[src/rtl/arith_pkg.sv]
// Shared arithmetic datapath definitions: divider state encoding,
// iteration count and the fixed result returned on overflow.
package arith_pkg;

  typedef enum logic [1:0] {
    ST_IDLE = 2'd0,
    ST_RUN  = 2'd1,
    ST_DONE = 2'd2
  } state_t;

  localparam int          DIV_ITER = 16;
  localparam logic [15:0] QUOT_OVF = 16'hFFFF;
  localparam logic [15:0] REM_OVF  = 16'h0000;

endpackage

[src/rtl/div_step.sv]
// One restoring-division step: shift the next dividend bit into the
// partial remainder, then subtract the divisor if it fits.
module div_step #(
  parameter int WIDTH = 16
) (
  input  logic [WIDTH:0]   i_rem,
  input  logic             i_bit,
  input  logic [WIDTH-1:0] i_div,
  output logic [WIDTH:0]   o_rem,
  output logic             o_qbit
);

  logic [WIDTH:0] w_trial;
  logic [WIDTH:0] w_div_ext;
  logic           w_unused_msb;

  // The partial remainder stays below the divisor, so its top bit is
  // always clear and drops out of the shift.
  assign w_unused_msb = i_rem[WIDTH];

  // Trial subtract on WIDTH+1 bits, keep the difference when it fits.
  always_comb begin
    w_trial   = {i_rem[WIDTH-1:0], i_bit};
    w_div_ext = {1'b0, i_div};
    o_qbit    = 1'b0;
    o_rem     = w_trial;
    if (w_trial >= w_div_ext) begin
      o_qbit = 1'b1;
      o_rem  = w_trial - w_div_ext;
    end
  end

endmodule

[src/rtl/seq_divider_32by16.sv]
// Iterative restoring 32/16 divider, one quotient bit per clock.
// Define SEQ_DIVIDER_SELFCHECK_EN to add the oCheckErr result checker.
module seq_divider_32by16
  import arith_pkg::*;
#(
  parameter int WIDTH = 16
) (
  input  logic               Clock,
  input  logic               Reset,
  input  logic               iStart,
  input  logic [2*WIDTH-1:0] iDividend,
  input  logic [WIDTH-1:0]   iDivisor,
  output logic               oBusy,
  output logic               oDone,
  output logic               oOverflow,
  output logic [WIDTH-1:0]   oQuotient,
`ifdef SEQ_DIVIDER_SELFCHECK_EN
  output logic               oCheckErr,
`endif
  output logic [WIDTH-1:0]   oRemainder
);

  state_t             r_state;
  logic [WIDTH:0]     r_rem;
  logic [WIDTH-1:0]   r_s;
  logic [WIDTH-1:0]   r_d;
  logic [4:0]         r_cnt;
  logic               r_busy;
  logic               r_done;
  logic               r_ovf;
  logic [WIDTH-1:0]   r_quot;
  logic [WIDTH-1:0]   r_remo;

  logic [WIDTH:0]     w_rem;
  logic               w_qbit;
  logic [WIDTH-1:0]   w_s_next;
  logic               w_hi_ovf;

  div_step #(.WIDTH(WIDTH)) u_step (
    .i_rem  (r_rem),
    .i_bit  (r_s[WIDTH-1]),
    .i_div  (r_d),
    .o_rem  (w_rem),
    .o_qbit (w_qbit)
  );

  assign w_s_next = {r_s[WIDTH-2:0], w_qbit};
  assign w_hi_ovf = iDividend[2*WIDTH-1:WIDTH] >= iDivisor;

  // Control FSM, iteration datapath and registered results.
  always_ff @(posedge Clock or posedge Reset) begin
    if (Reset) begin
      r_state <= ST_IDLE;
      r_rem   <= '0;
      r_s     <= '0;
      r_d     <= '0;
      r_cnt   <= '0;
      r_busy  <= 1'b0;
      r_done  <= 1'b0;
      r_ovf   <= 1'b0;
      r_quot  <= '0;
      r_remo  <= '0;
    end else begin
      r_done <= 1'b0;
      unique case (r_state)
        ST_IDLE: begin
          if (iStart) begin
            r_busy <= 1'b1;
            if (w_hi_ovf) begin
              r_state <= ST_DONE;
              r_done  <= 1'b1;
              r_ovf   <= 1'b1;
              r_quot  <= QUOT_OVF;
              r_remo  <= REM_OVF;
            end else begin
              r_state <= ST_RUN;
              r_ovf   <= 1'b0;
              r_rem   <= {1'b0, iDividend[2*WIDTH-1:WIDTH]};
              r_s     <= iDividend[WIDTH-1:0];
              r_d     <= iDivisor;
              r_cnt   <= '0;
            end
          end
        end
        ST_RUN: begin
          r_rem <= w_rem;
          r_s   <= w_s_next;
          r_cnt <= r_cnt + 5'd1;
          if (r_cnt == 5'(DIV_ITER - 1)) begin
            r_state <= ST_DONE;
            r_done  <= 1'b1;
            r_quot  <= w_s_next;
            r_remo  <= w_rem[WIDTH-1:0];
          end
        end
        ST_DONE: begin
          r_state <= ST_IDLE;
          r_busy  <= 1'b0;
        end
        default: begin
          r_state <= ST_IDLE;
          r_busy  <= 1'b0;
        end
      endcase
    end
  end

`ifdef SEQ_DIVIDER_SELFCHECK_EN
  logic [2*WIDTH-1:0] r_dvd;
  logic               r_chk;
  logic [2*WIDTH-1:0] w_recon;

  assign w_recon = ({{WIDTH{1'b0}}, r_quot} * {{WIDTH{1'b0}}, r_d})
                 + {{WIDTH{1'b0}}, r_remo};

  // Capture the dividend and flag any Q*D+R mismatch until reset.
  always_ff @(posedge Clock or posedge Reset) begin
    if (Reset) begin
      r_dvd <= '0;
      r_chk <= 1'b0;
    end else begin
      if (r_state == ST_IDLE && iStart && !w_hi_ovf)
        r_dvd <= iDividend;
      if (r_state == ST_DONE && !r_ovf && w_recon != r_dvd)
        r_chk <= 1'b1;
    end
  end

  assign oCheckErr = r_chk;
`endif

  assign oBusy      = r_busy;
  assign oDone      = r_done;
  assign oOverflow  = r_ovf;
  assign oQuotient  = r_quot;
  assign oRemainder = r_remo;

endmodule
[config.mk]
export PLATFORM = sky130hd
export DESIGN_NAME = seq_divider_32by16
export DESIGN_NICKNAME = d
export VERILOG_FILES = /design/src/rtl/arith_pkg.sv /design/src/rtl/div_step.sv /design/src/rtl/seq_divider_32by16.sv
export SDC_FILE = /design/constraint.sdc
export NUM_CORES = 1
export LEC_CHECK = 0
export ABC_AREA = 1
export CAP_MARGIN = 25
export CORE_ASPECT_RATIO = 1.1
export CORE_MARGIN = 10
export CORE_UTILIZATION = 40
export DETAILED_ROUTE_END_ITERATION = 8
export SYNTH_ARGS = -nofsm -noshare
export SYNTH_HDL_FRONTEND = slang
export SYNTH_SLANG_ARGS = --single-unit
[constraint.sdc]
create_clock -name Clock -period 5.8 [get_ports Clock]
set_input_delay 0.87 -clock Clock [delete_from_list [all_inputs] [get_ports Clock]]
set_output_delay 0.87 -clock Clock [all_outputs]
set_load 0.01 [all_outputs]
Word level (Yosys, flattened, before mapping)
Index checks and enable logic that the tools add are counted.
{"block": "classes", "n_addsub": 2, "multipliers": 0, "div_mod_pow": 0, "order_cmp": 2, "n_eq_ne": 6, "shift": 0, "muxes": 29, "bitwise": 2, "reduce_logical": 8}
{"op": "$mux W16", "n": 11}
{"op": "$pmux W16 S2", "n": 4}
{"op": "$ge A17 B16 Y1", "n": 1}
{"op": "$ge A16 B16 Y1", "n": 1}
{"op": "$sub A16 B16 Y16", "n": 1}
{"op": "$mux W5", "n": 2}
{"op": "$pmux W5 S2", "n": 1}
{"op": "$ne A2 B2 Y1 const B", "n": 4}
{"op": "$mux W2", "n": 3}
{"op": "$reduce_and A2 Y1", "n": 3}
{"op": "$reduce_and A3 Y1", "n": 2}
{"op": "$add A5 B1 Y5 const B", "n": 1}
{"op": "$eq A5 B4 Y1 const B", "n": 1}
{"op": "$mux W1", "n": 5}
{"op": "$pmux W1 S2", "n": 2}
{"op": "$pmux W2 S2", "n": 1}
{"op": "$reduce_and A4 Y1", "n": 1}
{"op": "$eq A2 B1 Y1 const B", "n": 1}
{"op": "$logic_not A2 Y1", "n": 1}
{"op": "$not A1 Y1", "n": 2}
{"op": "$reduce_bool A2 Y1", "n": 1}
{"block": "word_totals", "regBits": 90, "latch_bits": 0, "ramBits": 0, "mem_bits_ro": 0, "inputBits": 51, "out_inout_bits": 35, "elab_cells": 59, "memories": 0}

Longest topological paths before layout
Gate-level depths: netlist of run 1.
{"block": "depth", "ltp_word": 4, "mapped_depth": 17, "mapped_depth_nobuf": 16}

Hierarchy
From an unflattened synthesis of run 1, not the netlist that was laid out.
{"block": "unflattened", "hier_cells": 858, "hier_area_um2": 5936.9}
{"module": "seq_divider_32by16", "n_inst": 1, "cells_each": 577, "area_per_inst_um2": 4528.1, "seq_area_each_um2": 2277.2}
{"module": "div_step", "n_inst": 1, "cells_each": 281, "area_per_inst_um2": 1408.9, "seq_area_each_um2": 0.0}

Least setup slack after synthesis of run 1
OpenSTA, ideal clock, no wires.
{"block": "synth_timing", "kind": "input-to-reg", "start": "input iDivisor[9]", "end": "register r_rem[14]", "setup_ns": 0.118, "arrival_ns": 2.261, "t_required_ns": 5.682, "slack_ns": 3.421, "cell_stages": 14, "n_path_buf": 2, "path_cell_list": "inv_1 > ha_1 > nand2_1 > inv_1 > o21bai_1 > a21oi_1 > nor2_1 > nand3_1 > nand2_1 > buf_4 > buf_2 > nand2_1 > nor2_2 > nor2_2"}
{"block": "synth_between", "elab_chain_cells": 3}
{"element": "start, declared", "line_no": "seq_divider_32by16.sv:12", "source": "input logic [WIDTH-1:0] iDivisor,"}
{"element": "$ge A16 B16 Y1", "line_no": "seq_divider_32by16.sv:48", "source": "assign w_hi_ovf = iDividend[2*WIDTH-1:WIDTH] >= iDivisor;"}
{"element": "$ne A2 B2 Y1 (no source line)"}
{"element": "$reduce_and A3 Y1 (no source line)"}
{"element": "end signal, assigned", "line_no": "seq_divider_32by16.sv:78", "source": "r_rem <= {1'b0, iDividend[2*WIDTH-1:WIDTH]};"}
{"element": "end signal, assigned", "line_no": "seq_divider_32by16.sv:86", "source": "r_rem <= w_rem;"}
{"element": "end, declared", "line_no": "seq_divider_32by16.sv:24", "source": "logic [WIDTH:0] r_rem;"}
No other way between the ends.
A chain may end at the register's enable or synchronous reset.

Worst setup path in the final report of run 1
{"block": "layout_timing", "start": "input iDivisor[9]", "end": "register r_rem[1]"}
The elaborated chain is that of the path after synthesis.

==> results.sh, run 1 <==
export IMPL_antenna_found_initial=0
export IMPL_final_seq_area_um2=2250
export IMPL_synth_warnings=0
export IMPL_grt_setup_unrepaired="false"
export IMPL_ys_async_sr_fraction_pct=100
export IMPL_clkSinkCount=90
export IMPL_dp_worst_setup_slack_ns=1.92
export IMPL_min_period_over_period_pct=58.4
export IMPL_placed_cell_area_um2=6680
export IMPL_top_layer="met4"
export IMPL_path_class="input port to register"
export IMPL_rr_endpoint="oRemainder[12]$_DFFE_PP0P_"
export IMPL_synth_most_common_cell="nand2_1"
export IMPL_power_mw=4.49
export IMPL_finalMaxSlewViolations=0
export IMPL_design_core_area_um2=13900
export IMPL_cts_tree="built"
export IMPL_drv_cap=0
export IMPL_cts_root_buffer_cell="clkbuf_16"
export IMPL_synthesis_nets=870
export IMPL_n_fill_cell=1414
export IMPL_track_usage_pct=16.3
export IMPL_fmax_mhz=295
export IMPL_synth_area_um2=5680
export IMPL_setup_tns_ns=0
export IMPL_ys_ff_latch=90
export IMPL_clk_pin_slew_ns=0.06
export IMPL_drc=0
export IMPL_critical_path_required_ns=6.03
export IMPL_vias=5072
export IMPL_syn_to_final_growth_pct=23.2
export IMPL_overflow=0
export IMPL_rows=45
export IMPL_final_cell_area_um2=6990
export IMPL_antennaDiodeCount=0
export IMPL_final_util_pct=50.5
export IMPL_grt_max_degree=67
export IMPL_critPathCaptureType="register"
export IMPL_rr_startpoint="r_state[1]$_DFFE_PP0P_"
export IMPL_r2r_cells=10
export IMPL_cts_htree_levels=3
export IMPL_routedWlPerCell_um=14.8
export IMPL_wl_met3_um=696
export IMPL_dieHeight_um=145
export IMPL_place_inst=1035
export IMPL_r2r_slack_ns=3.23
export IMPL_worstSetupStartpoint="iDivisor[9]"
export IMPL_chipWidth_um=134
export IMPL_clock_latency_ns=0.35
export IMPL_synthFlopType="dfrtp_1"
export IMPL_hold_viol_final=0
export IMPL_hpwl_um=11700
export IMPL_hold_path_class="register to register"
export IMPL_p_leak_nw=3.57
export IMPL_synth_top_area_share_pct=39.7
export IMPL_p_clk_share_pct=12.8
export IMPL_crit_end="r_rem[1]$_DFFE_PP0P_"
export IMPL_start_kind="input port"
export IMPL_power_density_nw_per_um2=642
export IMPL_ys_types=36
export IMPL_routed_wl_met2_um=7420
export IMPL_drive_gt1_share_pct=8.33
export IMPL_synth_common_cells="289 x nand2_1, 104 x inv_1, 90 x dfrtp_1, 62 x nor2_1, 38 x nand3_1"
export IMPL_synth_area_leaders="dfrtp_1 40%, nand2_1 19%, ha_1 7.5%"
export IMPL_syn_mean_instance_area_um2=7.24
export IMPL_netlist_instances=784
export IMPL_detail_route_antenna_nets=0
export IMPL_pwr_share_comb_pct=62.5
export IMPL_instances_no_fill=1052
export IMPL_num_nets_final=945
export IMPL_finalWorstSetupSlack_ns=2.42
export IMPL_vdd_ir_drop_max_v=0.000276
export IMPL_switchingPower_mw=2.20
export IMPL_first_pass_iters=5
export IMPL_fin_crit_ns=3.38
export IMPL_grt_pass1_wl_um=25500
export IMPL_holdPathStages=2
export IMPL_synth_edff_count=0
export IMPL_relSlewSlack_pct=41.5
export IMPL_cts_buffer_depth=2
export IMPL_whs_ns=0.476
export IMPL_multiInputGateArea_um2=2900
export IMPL_portBuffers=85
export IMPL_wl_met1_um=6950
export IMPL_avgViaCountPerCell=4.82
export IMPL_grt_pass1_vias=5000
export IMPL_drt_iter0_drc=216
export IMPL_drt_wl_total_um=15500
export IMPL_io_pins=86
export IMPL_internal_power_mw=2.29
export IMPL_postCtsSetupRepairBufs=0
export IMPL_cts_buffers=9
export IMPL_ys_seq_area_share_pct=39.7
export IMPL_cts_hold_buffers=0
export IMPL_clock_skew_ns=0.0101
export IMPL_initial_core_util_pct=41.0
export IMPL_cts_resized=0
export IMPL_swShare_pct=49.1
export IMPL_die_area_um2=19400
export IMPL_synth_top_area_cell="dfrtp_1"
export IMPL_arrival_ns=3.62
export IMPL_place_gp_congestion=0.902
export IMPL_crit_fanout=52
export IMPL_worst_pin_slew_ns=0.877
export IMPL_status="completed"
export IMPL_setup_violations=0
export IMPL_pwr_share_seq_pct=24.8
-- cell families after synthesis --
kind of cell / after synthesis / share of synthesized area, %
flops: 90 / 39.7
xor+xnor: 8 / 1.23
simple gates: 444 / 34.1
compound gates: 75 / 7.71
fa+ha+maj: 35 / 7.85
buf+inv: 132 / 9.48
-- power by group through the flow --
stage / sequential [mW] / combinational, mW / clock (mW)
after detailed placement: 1.12 / 2.82 / 0
after global routing: 1.15 / 3.21 / 0.614
after global placement: 1.12 / 2.80 / 0
after CTS: 1.11 / 2.84 / 0.589
final: 1.11 / 2.80 / 0.573
after floorplan: 1.13 / 2.00 / 0
-- registers in the layout, summed over array words and instances (netlist names) --
name,cells
oBusy,1
oDone,1
oOverflow,1
oQuotient,16
oRemainder,16
r_cnt,5
r_d,16
r_rem,16
r_s,16
r_state,2
-- critical path: stages --
cell	delay, ns
clkdlybuf4s50_1	0.49
inv_1	0.05
ha_1	0.28
nand2_1	0.07
inv_1	0.03
o21bai_1	0.15
a21oi_1	0.11
nor2_1	0.16
nand3_1	0.18
nand2_2	0.25
buf_4	0.51
nand2_1	0.25
nor2_2	0.17
nor2_2	0.04
-- metal layers --
layer / GRT usage [%] / vias to the layer above
li1: - / 2593
met1: 20.0 / 2329
met2: 26.8 / 127
met3: 3.34 / 23
met4: 7.08 / 0
met5: 0 / -
-- layout by cell type (no fill, tap or decap), types with 3 or more instances in the layout --
| cell type | count |
|---|---|
| nand4_1 | 5 |
| buf_4 | 4 |
| nand2_2 | 11 |
| ha_1 | 34 |
| inv_1 | 103 |
| o211ai_1 | 15 |
| a21oi_1 | 13 |
| nor2_2 | 14 |
| nand3_1 | 38 |
| dfrtp_1 | 90 |
| nand2_1 | 288 |
| xor2_1 | 8 |
| o21ai_0 | 27 |
| nand3_2 | 14 |
| nor2_1 | 61 |
| o21ai_1 | 12 |
| nor2_4 | 3 |
| clkbuf_16 | 9 |
| clkdlybuf4s50_1 | 85 |
-- worst min path at each step --
stage / start / to / slack (ns)
4_1_cts: oRemainder[7]$_DFFE_PP0P_ / oRemainder[7]$_DFFE_PP0P_ / 0.48
6_report: oRemainder[7]$_DFFE_PP0P_ / oRemainder[7]$_DFFE_PP0P_ / 0.48
5_1_grt: oRemainder[14]$_DFFE_PP0P_ / oRemainder[14]$_DFFE_PP0P_ / 0.51
3_5_place_dp: oRemainder[7]$_DFFE_PP0P_ / oRemainder[7]$_DFFE_PP0P_ / 0.46
3_3_place_gp: oRemainder[8]$_DFFE_PP0P_ / oRemainder[8]$_DFFE_PP0P_ / 0.47
2_1_floorplan: r_d[0]$_DFFE_PP0P_ / r_d[0]$_DFFE_PP0P_ / 0.45
-- layout make-up --
type                       instances  area share [%]
clock buffer                      12            3.67
clock inverter                     4           0.465
inverter                         105            5.65
multi-input combinational        562            41.4
sequential                        90            32.2
tap                              188            3.36
timing repair buffer              91            13.2
No activity file was read; power rests on OpenSTA's default activity.
==> inputs of run 2 (changes only) <==
==> constraint.sdc (replaced) <==
create_clock -name Clock -period 2.7 [get_ports Clock]
set_input_delay 0.405 -clock Clock [delete_from_list [all_inputs] [get_ports Clock]]
set_output_delay 0.405 -clock Clock [all_outputs]
set_load 0.01 [all_outputs]
==> results.sh, run 2 (same netlist as run 1, synthesis figures left out) <==
export IMPL_clkSinkCount=90
export IMPL_final_cell_area_um2=7020
export IMPL_drt_wl_total_um=15300
export IMPL_status="completed"
export IMPL_start_kind="register"
export IMPL_cts_htree_levels=3
export IMPL_place_gp_congestion=0.876
export IMPL_hold_viol_final=0
export IMPL_relSlewSlack_pct=47.1
export IMPL_track_usage_pct=16.2
export IMPL_final_common_cell="nand2_1"
export IMPL_worst_pin_slew_ns=0.792
export IMPL_dieHeight_um=145
export IMPL_grt_pass1_wl_um=26100
export IMPL_grt_pass1_vias=5141
export IMPL_cts_root_buffer_cell="clkbuf_16"
export IMPL_hpwl_um=11500
export IMPL_die_area_um2=19400
export IMPL_clock_latency_ns=0.34
export IMPL_n_fill_cell=1413
export IMPL_instances_no_fill=1054
export IMPL_place_inst=1039
export IMPL_arrival_ns=2.59
export IMPL_vdd_ir_drop_max_v=0.000472
export IMPL_r2r_slack_ns=0.34
export IMPL_hold_end="oQuotient[5]$_DFFE_PP0P_"
export IMPL_dp_worst_setup_slack_ns=0.0434
export IMPL_drive_gt1_share_pct=8.55
export IMPL_clock_skew_ns=0.00685
export IMPL_cts_tree="built"
export IMPL_min_period_over_period_pct=87.4
export IMPL_layout_common_cells="288 x nand2_1, 103 x inv_1, 90 x dfrtp_1"
export IMPL_overflow=0
export IMPL_drv_cap=0
export IMPL_holdPathStages=2
export IMPL_grt_max_degree=91
export IMPL_finalMaxSlewViolations=0
export IMPL_setup_violations=0
export IMPL_syn_to_final_growth_pct=23.6
export IMPL_p_leak_nw=3.57
export IMPL_cts_buffer_depth=2
export IMPL_antennaDiodeCount=0
export IMPL_placed_cell_area_um2=6750
export IMPL_hold_path_startpoint="oQuotient[5]$_DFFE_PP0P_"
export IMPL_path_class="register to register"
export IMPL_avgViaCountPerCell=4.75
export IMPL_power_density_nw_per_um2=1370
export IMPL_antenna_found_initial=0
export IMPL_critPathCaptureType="register"
export IMPL_design_core_area_um2=13900
export IMPL_initial_core_util_pct=41.0
export IMPL_drc=0
export IMPL_finalWorstSetupSlack_ns=0.340
export IMPL_critical_path_required_ns=2.93
export IMPL_hold_path_class="register to register"
export IMPL_grt_setup_unrepaired="false"
export IMPL_detail_route_antenna_nets=0
export IMPL_io_pins=86
export IMPL_rr_endpoint="oRemainder[11]$_DFFE_PP0P_"
export IMPL_chipWidth_um=134
export IMPL_clk_pin_slew_ns=0.06
export IMPL_vias=5009
export IMPL_postCtsSetupRepairBufs=0
export IMPL_drt_iter0_drc=333
export IMPL_setup_tns_ns=0
export IMPL_cts_hold_buffers=0
export IMPL_fin_crit_ns=2.36
export IMPL_r2r_cells=11
export IMPL_cts_buffers=9
export IMPL_rr_startpoint="r_rem[7]$_DFFE_PP0P_"
export IMPL_crit_fanout=17
export IMPL_first_pass_iters=5
export IMPL_cts_resized=0
export IMPL_portBuffers=85
export IMPL_fmax_mhz=424
export IMPL_num_nets_final=948
export IMPL_routedWlPerCell_um=14.6
export IMPL_rows=45
[run 2: cell types whose count changed in the layout (fill, tap and decap cells not counted), sizes merged]
| cell | delta |
|---|---|
| buf | +3 |
| clkinv | -1 |
| clkbuf | -2 |
| clkinvlp | +2 |
[run 2: final cells by class]
cell class | count | area [um^2] | area share [%]
tap | 188 | 235 | 3.35
clock buffer | 10 | 229 | 3.26
multi-input combinational | 562 | 2900 | 41.3
sequential | 90 | 2250 | 32.1
inverter | 105 | 398 | 5.67
clock inverter | 5 | 40.0 | 0.570
timing repair buffer | 94 | 968 | 13.8
[run 2: worst max path at each step]
stage                                from                          to  slack, ns
floorplan                     iDivisor[9]       r_rem[14]$_DFFE_PP0P_       0.79
global placement              iDivisor[1]    oQuotient[0]$_DFFE_PP0P_       0.08
detailed placement            iDivisor[1]    oQuotient[0]$_DFFE_PP0P_       0.04
CTS                  r_rem[7]$_DFFE_PP0P_  oRemainder[11]$_DFFE_PP0P_       0.33
global route        r_rem[10]$_DFFE_PP0P_  oRemainder[11]$_DFFE_PP0P_       0.14
finish               r_rem[7]$_DFFE_PP0P_  oRemainder[11]$_DFFE_PP0P_       0.34
[run 2: where the power goes]
part	total [mW]	internal (mW)	switching, mW
logic	6.09	2.26	3.83
registers	2.37	2.01	0.356
clock network	1.17	0.626	0.542
[run 2: metal layers]
layer  up-vias  routed length (um)  track usage, %
met3        15                 794            4.03
met1      2291                7080            20.7
met2       106                7280            26.9
li1       2597                   -               -
met4         0                 187            3.70
met5         -                   0               0
[run 2: through the flow]
stage / power, mW / hold slack, ns / utilization, %
floorplan: 6.72 / 0.448 / -
global placement: 8.47 / 0.465 / 48.7
detailed placement: 8.51 / 0.464 / 48.7
CTS: 9.74 / 0.487 / 50.7
global route: 10.7 / 0.503 / 50.7
finish: 9.63 / 0.478 / 50.7
[run 2: worst max-delay path, cell delays in order (launching register included)]
cell and delay (ns):
dfrtp_1 0.42, ha_1 0.38, nand2_2 0.14, inv_1 0.08, a21oi_2 0.22, nand2_1 0.08, nand2_1 0.10, nand4_4 0.34
nand3_1 0.18, nand2_1 0.10, nand2_1 0.15, nand2_1 0.07
